File: config.mk
export PLATFORM = sky130hd
export DESIGN_NAME = inst_stream_loader
export DESIGN_NICKNAME = d
export VERILOG_FILES = /design/src/rtl/inst_stream_loader.sv
export SDC_FILE = /design/constraint.sdc
export NUM_CORES = 1
export LEC_CHECK = 0
export CAP_MARGIN = 0
export CORE_MARGIN = 2
export CORE_UTILIZATION = 47
export CTS_CLUSTER_DIAMETER = 80
export DETAILED_ROUTE_END_ITERATION = 16
export PLACE_DENSITY = 0.88
export RECOVER_POWER = 25
export SLEW_MARGIN = 25
export SYNTH_ARGS = -nofsm -noshare
export SYNTH_HDL_FRONTEND = slang
export SYNTH_SLANG_ARGS = --single-unit
File: constraint.sdc
create_clock -name clk_i -period 2.61 [get_ports clk_i]
set_input_delay 0.522 -clock clk_i [delete_from_list [all_inputs] [get_ports clk_i]]
set_output_delay 0.522 -clock clk_i [all_outputs]
set_load 0.01 [all_outputs]
File: src/rtl/inst_stream_loader.sv
// Streams instruction words into the instruction control stage: one address-set cycle, then one
// data-enable pulse per accepted word. Optional checksum via INST_LOADER_CHECKSUM_EN.
module inst_stream_loader #(
  parameter int unsigned RegAddrWidth = 32,
  parameter int unsigned InstMemDepth = 128
) (
  input  logic                    clk_i,
  input  logic                    rst_ni,
  input  logic                    clr_i,
  input  logic                    load_start_i,
  input  logic [RegAddrWidth-1:0] load_base_addr_i,
  input  logic [RegAddrWidth-1:0] load_len_i,
  input  logic [RegAddrWidth-1:0] in_data_i,
  input  logic                    in_valid_i,
  output logic                    in_ready_o,
  output logic                    inst_wr_mode_o,
  output logic                    inst_wr_addr_en_o,
  output logic                    inst_wr_data_en_o,
  output logic [RegAddrWidth-1:0] inst_wr_addr_o,
  output logic [RegAddrWidth-1:0] inst_wr_data_o,
  output logic                    busy_o,
  output logic                    done_o,
  output logic                    err_o,
  output logic [RegAddrWidth-1:0] checksum_o
);

  localparam int unsigned InstMemAddrWidth = $clog2(InstMemDepth);
  // An accepted length never exceeds InstMemDepth, so one extra bit suffices.
  localparam int unsigned CntWidth = InstMemAddrWidth + 1;
  localparam logic [RegAddrWidth:0] MemDepth = (RegAddrWidth+1)'(InstMemDepth);

  typedef enum logic [1:0] {IDLE, SET_ADDR, WRITE, DONE} state_e;

  state_e                  state_q, state_d;
  logic [RegAddrWidth-1:0] base_q, base_d;
  logic [RegAddrWidth-1:0] wr_data_q, wr_data_d;
  logic [CntWidth-1:0]     rem_q, rem_d;
  logic                    err_q, err_d;
  logic                    wr_en_q, wr_en_d;
  logic [RegAddrWidth:0]   end_addr;
  logic                    range_ok, start_ok, hs;

  // Widened sum so a huge base or length cannot wrap into range.
  assign end_addr = {1'b0, load_base_addr_i} + {1'b0, load_len_i};
  assign range_ok = (end_addr <= MemDepth);
  assign start_ok = (state_q == IDLE) && load_start_i && range_ok;
  assign hs       = (state_q == WRITE) && in_valid_i;

  always_comb begin
    state_d   = state_q;
    base_d    = base_q;
    rem_d     = rem_q;
    err_d     = err_q;
    wr_data_d = wr_data_q;
    wr_en_d   = 1'b0;
    unique case (state_q)
      IDLE: begin
        if (load_start_i) begin
          if (range_ok) begin
            base_d  = load_base_addr_i;
            rem_d   = load_len_i[CntWidth-1:0];
            err_d   = 1'b0;
            state_d = (load_len_i == '0) ? DONE : SET_ADDR;
          end else begin
            err_d = 1'b1;
          end
        end
      end
      SET_ADDR: state_d = WRITE;
      WRITE: begin
        if (in_valid_i) begin
          wr_data_d = in_data_i;
          wr_en_d   = 1'b1;
          rem_d     = rem_q - 1'b1;
          if (rem_q == CntWidth'(1)) state_d = DONE;
        end
      end
      DONE:    state_d = IDLE;
      default: state_d = IDLE;
    endcase
    // Clear wins over everything, including a word handshaking this cycle.
    if (clr_i) begin
      state_d   = IDLE;
      base_d    = '0;
      rem_d     = '0;
      err_d     = 1'b0;
      wr_data_d = '0;
      wr_en_d   = 1'b0;
    end
  end

  always_ff @(posedge clk_i or negedge rst_ni) begin
    if (!rst_ni) begin
      state_q   <= IDLE;
      base_q    <= '0;
      rem_q     <= '0;
      err_q     <= 1'b0;
      wr_data_q <= '0;
      wr_en_q   <= 1'b0;
    end else begin
      state_q   <= state_d;
      base_q    <= base_d;
      rem_q     <= rem_d;
      err_q     <= err_d;
      wr_data_q <= wr_data_d;
      wr_en_q   <= wr_en_d;
    end
  end

`ifdef INST_LOADER_CHECKSUM_EN
  logic [RegAddrWidth-1:0] cks_q, cks_d;

  always_comb begin
    cks_d = cks_q;
    if (start_ok)  cks_d = '0;
    else if (hs)   cks_d = cks_q ^ in_data_i;
    if (clr_i)     cks_d = '0;
  end

  always_ff @(posedge clk_i or negedge rst_ni) begin
    if (!rst_ni) cks_q <= '0;
    else         cks_q <= cks_d;
  end

  assign checksum_o = cks_q;
`else
  logic unused_cks;
  assign unused_cks = start_ok ^ hs;
  assign checksum_o = '0;
`endif

  assign in_ready_o        = (state_q == WRITE);
  assign inst_wr_mode_o    = (state_q != IDLE);
  assign busy_o            = (state_q != IDLE);
  assign done_o            = (state_q == DONE);
  assign inst_wr_addr_en_o = (state_q == SET_ADDR);
  assign inst_wr_addr_o    = base_q;
  assign inst_wr_data_en_o = wr_en_q;
  assign inst_wr_data_o    = wr_data_q;
  assign err_o             = err_q;

endmodule

* Word-level counts from Yosys, hierarchy flattened *
Cells that the tools add are included.

word-level totals
  bits in registers = 76
  word-level logic and storage cells = 57

cells by class
  add/sub/neg operators = 2
  magnitude comparators = 1
  eq/ne operators = 8
  mux-type cells = 26
  reductions and logical operators = 14

operators by type and width
  kind                                                    number
  two-way mux 32 bit                                      7
  adder 32 x 32 -> 33 bit                                 1
  <= comparator 33 x 8 -> 1 bit (second input constant)   1
  zero test 32 bit                                        1
  two-way mux 8 bit                                       4
  case mux 8 bit (2 select lines)                         1
  two-way mux 2 bit                                       6
  nonzero test 2 bit                                      6
  inequality test 3 bit (second input constant)           3
  == test 8 x 1 -> 1 bit (second input constant)          1
  case mux 2 bit (4 select lines)                         1
  AND reduction 4 bit                                     2
  subtractor 8 x 1 -> 8 bit (second input constant)       1
  two-way mux 1 bit                                       7
  == test 2 bit (second input constant)                   2
  AND reduction 2 bit                                     2
  inequality test 3 x 2 -> 1 bit (second input constant)  1
  AND reduction 3 bit                                     1
  nonzero test 3 bit                                      1
  == test 2 x 1 -> 1 bit (second input constant)          1
  zero test 2 bit                                         1

* Longest topological paths before layout *
  depth in word-level cells = 6
  mapped depth = 14
  mapped depth without buffers = 12

* Worst setup path before layout *
No wires, ideal clock.

  path type = in2reg
  start point = in load_base_addr_i[0]
  end point = reg rem_q[0]
  arrival time = 3.756 ns
  slack = -1.265 ns
  stages = 12
  path buffers = 0
  path through = ha_1 -> fa_1 -> a21o_1 -> a221o_1 -> a22o_1 -> nor4_2 -> o31ai_1 -> xor2_1 -> or3_4 -> o41ai_1 -> a21oi_1 -> o21a_1

on the way
  word-level cells in the longest chain between the ends = 4

ends and longest elaborated chain
  what                                    RTL line  text
  start: declaration                      11        input logic [RegAddrWidth-1:0] load_base_addr_i,
  adder 32 x 32 -> 33 bit                 44        assign end_addr = {1'b0, load_base_addr_i} + {1'b0, load_len_i};
  <= comparator 33 x 8 -> 1 bit           45        assign range_ok = (end_addr <= MemDepth);
  inequality test 3 bit (no source line)  -
  AND reduction 4 bit (no source line)    -
  end signal: assignment                  103       rem_q <= rem_d;
  end: declaration                        37        logic [CntWidth-1:0] rem_q, rem_d;

No other way between the ends.
A chain may end at the register's enable or synchronous reset.

* Final worst setup path *
  start point = in load_len_i[2]
  end point = reg base_q[6] (netlist: inst_wr_addr_o[6])

on the way
  word-level cells in the longest chain between the ends = 4

ends and longest elaborated chain
  what                                  RTL line  text
  start: declaration                    12        input logic [RegAddrWidth-1:0] load_len_i,
  adder 32 x 32 -> 33 bit               44
  <= comparator 33 x 8 -> 1 bit         45
  nonzero test 2 bit (no source line)   -
  AND reduction 3 bit (no source line)  -
  end signal: assignment                102       base_q <= base_d;
  end: declaration                      35        logic [RegAddrWidth-1:0] base_q, base_d;

No other way between the ends.

==> metrics.cfg <==
[clock_tree]
cts_tree=yes
clkTransAtPathRegs_ps=60
htreeDepth=3
clkSinkCount=76
cts-root-buf=clkbuf_16
clock_latency_ps=350
cts_buffers=9
ctsLongestPathBuffers=2
cts.hold.buffers_added=0

[routing]
first_pass_iters=5
dr_total_vias=7284
drc=0
wl_per_cell_microns=21.1
drt_iter0_drc=677
drt-total-wl_mm=25.1
avgViaCountPerCell=6.12
ant_nets=0

[cells_and_area]
drive_gt1_share_pct=33.1
fillers=692
final_common_cell=buf_4
most-common-layout-cells=buf_4 (198), clkdlybuf4s50_1 (137), dfrtp_1 (76)
seqCellArea_sq_um=1900
final_core_util_pct=83.8
num-nets-final=1157
num_antenna_cells=0
stdcell_area_sq_um=10200
layout-area-overhead-vs-synth_pct=73.1
multiInputGateArea_sq_um=4260

[global_route]
grt_pass1_vias=7093
grt_max_degree=77
grt_antenna_before_repair=0
grt_pass1_wl_mm=36.7
grtUsageTotal_pct=35.1
grt_remaining_overflow=0

[timing]
fin_hold_ws_ps=421
clock-skew-final_ps=7.79
hold_viol_final=0
rsz0062_at_grt=yes
setup_viol=43
tightest_slew_ps=1930
finalCriticalPeriod_ps=3720
min_period_over_period_pct=143
slew-limit-headroom_pct=-28.5
slew_viol_final=77
fmax_mhz=269
setup_ws_ps=-1110

[placement]
placed_area_sq_um=8930
gp_congestion=0.964
numPortBuffers=171
dpl.hpwl_mm=17.4

[floorplan]
die_area_sq_um=13400
rows=40
die_height_microns=116
core_sq_um=12100
die_x_microns=116
io-pin-count=204
start_util_pct=48.4

[worst_hold_path]
holdPathEnd=inst_wr_addr_o[0]
min_from=load_base_addr_i[0]
worstHoldPathCells=2
hold_class=primary input to flop

[worst_setup_path]
crit_type=primary input to flop
crit_start=load_len_i[2]
path_delay_family=compound AO/OA/AOI/OAI gates
reg2reg_depth=9
path_max_fanout=5
crit_path_end_kind=flop
slowest_stage=a2111o_1
crit_top_cell=buf_4
cp_num_buf_inv=6
arrival_ps=3950
r2r_slack_ps=330
startpoint_type=primary input
worstPathRequired_ps=2840
slowest_delay_ps=460
reg2reg_from=state_q[0]
timing.rr.end=rem_q[3]
cp_cell_sequence=clkdlybuf4s15_1 -> ha_4 -> buf_4 -> nand4_1 -> a2111o_1 -> buf_4 -> a31oi_1 -> o21ai_0 -> a222oi_1 -> buf_4 -> nand3_2 -> nor4_4 -> buf_6 -> a21oi_4 -> buf_8 -> a22o_1

[power]
power_density_nw_per_um2=448
ir_drop_mv=0.336
power.leakage_nw=4.55

[synthesis]
synth_seq_cells=76
synth_cell_types=75
synth_cells=654
ys_seq_area_share_pct=32.4
synth_warnings=0
synth_ff_type=dfrtp_1
synth_top_area_share_pct=32.4
synth-edff-count=0
yosys-top-cells-area=dfrtp_1 (32%), a22o_1 (9.9%), ha_1 (8.1%)
synth_area_sq_um=5870
synth_top_area_cell=dfrtp_1
syn_avg_cell_area_sq_um=8.97
ys_async_sr_fraction_pct=100

[outcome]
violations=capacitance limit, slew limit, setup timing
status=finished, violations left

[flow_run]
cap_viol_max_count=1

[synth_stat cells, types with 3 or more instances]
library cell  number
or3_1              7
a2111o_1           3
nand4_1           20
and4_1             4
and3_1             4
nor4_1            11
nor3_1            11
clkbuf_1          19
dfrtp_1           76
and2_1             5
a221o_1            3
buf_4             34
o211ai_1          12
buf_2              9
nand3_1           19
a21o_1            13
a21oi_1           42
a221oi_1           5
a211o_1            3
nand2b_1           5
ha_1              38
nor2b_1            7
o21ai_0           28
xor2_1             3
or2_2              4
a22o_1            66
o21bai_1           6
xnor2_1            7
nor3b_1            3
a21boi_0           3
o21a_1             5
a31oi_1            9
o21ai_1            3
nor2_1            30
nand2_1           54
a211oi_1          10
buf_6              4
a32oi_1            3
inv_1             17
[power by group]
part | switching [W] | internal (W)
sequential | 0.0000355 | 0.00121
clock | 0.000535 | 0.000769
combinational | 0.00103 | 0.000964
total | 0.00160 | 0.00295
[per-layer routing]
metal  GRT usage (%)  vias up  routed length, microns
met1            43.2     3566                    9690
met4            15.9        0                     983
met2            61.1      452                   12500
met3            5.02       81                    1900
met5               0        -                       0
li1                -     3185                       -
[stage by stage]
stage                     cells  worst slack, ps  TNS [ps]  total power (W)
after floorplan             685            -1140    -45710          0.00212
after global placement     1141            -1770    -70850          0.00286
after detailed placement   1141            -2190    -79110          0.00290
after CTS                  1178            -1120    -45180          0.00433
after global routing       1190            -1210    -49520          0.00472
final                      1190            -1110    -45270          0.00455
[what timing repair did]
action	in CTS	in global routing
buffers inserted	19	12
gates cloned	2	1
resized for setup	104	67
pin swaps	35	41
endpoints found under the setup margin	43	43
[final cells by class]
cell class,count,area share [%]
clock inverter,5,0.579
inverter,17,0.629
timing repair buffer,387,33.6
multi-input combinational,526,41.9
clock buffer,11,2.39
tap,168,2.07
sequential,76,18.7
[cells by family (layout without fill, tap and decap cells)]
family          after synthesis  count (layout)  share of synthesized area (%)
buf+inv                      83             420                           8.19
mux                           3               3                          0.533
other cells                   1              32                         0.0639
simple gates                197             197                           18.1
compound gates              245             245                           30.8
fa+ha+maj                    39              39                           8.45
xor+xnor                     10              10                           1.49
flops                        76              76                           32.4
[worst reg2reg max path, delay by kind of cell, from the launching register on]
kind	cells	cell delay [ps]
AND/OR/NAND/NOR	4	880
flip-flops	1	400
buffers and inverters	2	350
adder cells (fa/ha/maj)	1	330
AO/OA/AOI/OAI	2	250
[worst max path at each step]
stage                               endpoint  cells after the start
after floorplan           inst_wr_addr_o[21]                     14
final                      inst_wr_addr_o[6]                     16
after detailed placement            rem_q[0]                     14
after global placement              rem_q[0]                     13
after global routing                rem_q[4]                     16
after CTS                           rem_q[0]                     15
[flip-flops by register name (all words and copies together), names as in the netlist]
signal	flops
err_o	1
inst_wr_addr_o	32
inst_wr_data_en_o	1
rem_q	8
inst_wr_data_o	32
state_q	2
Power figures use the tool's default switching activity.
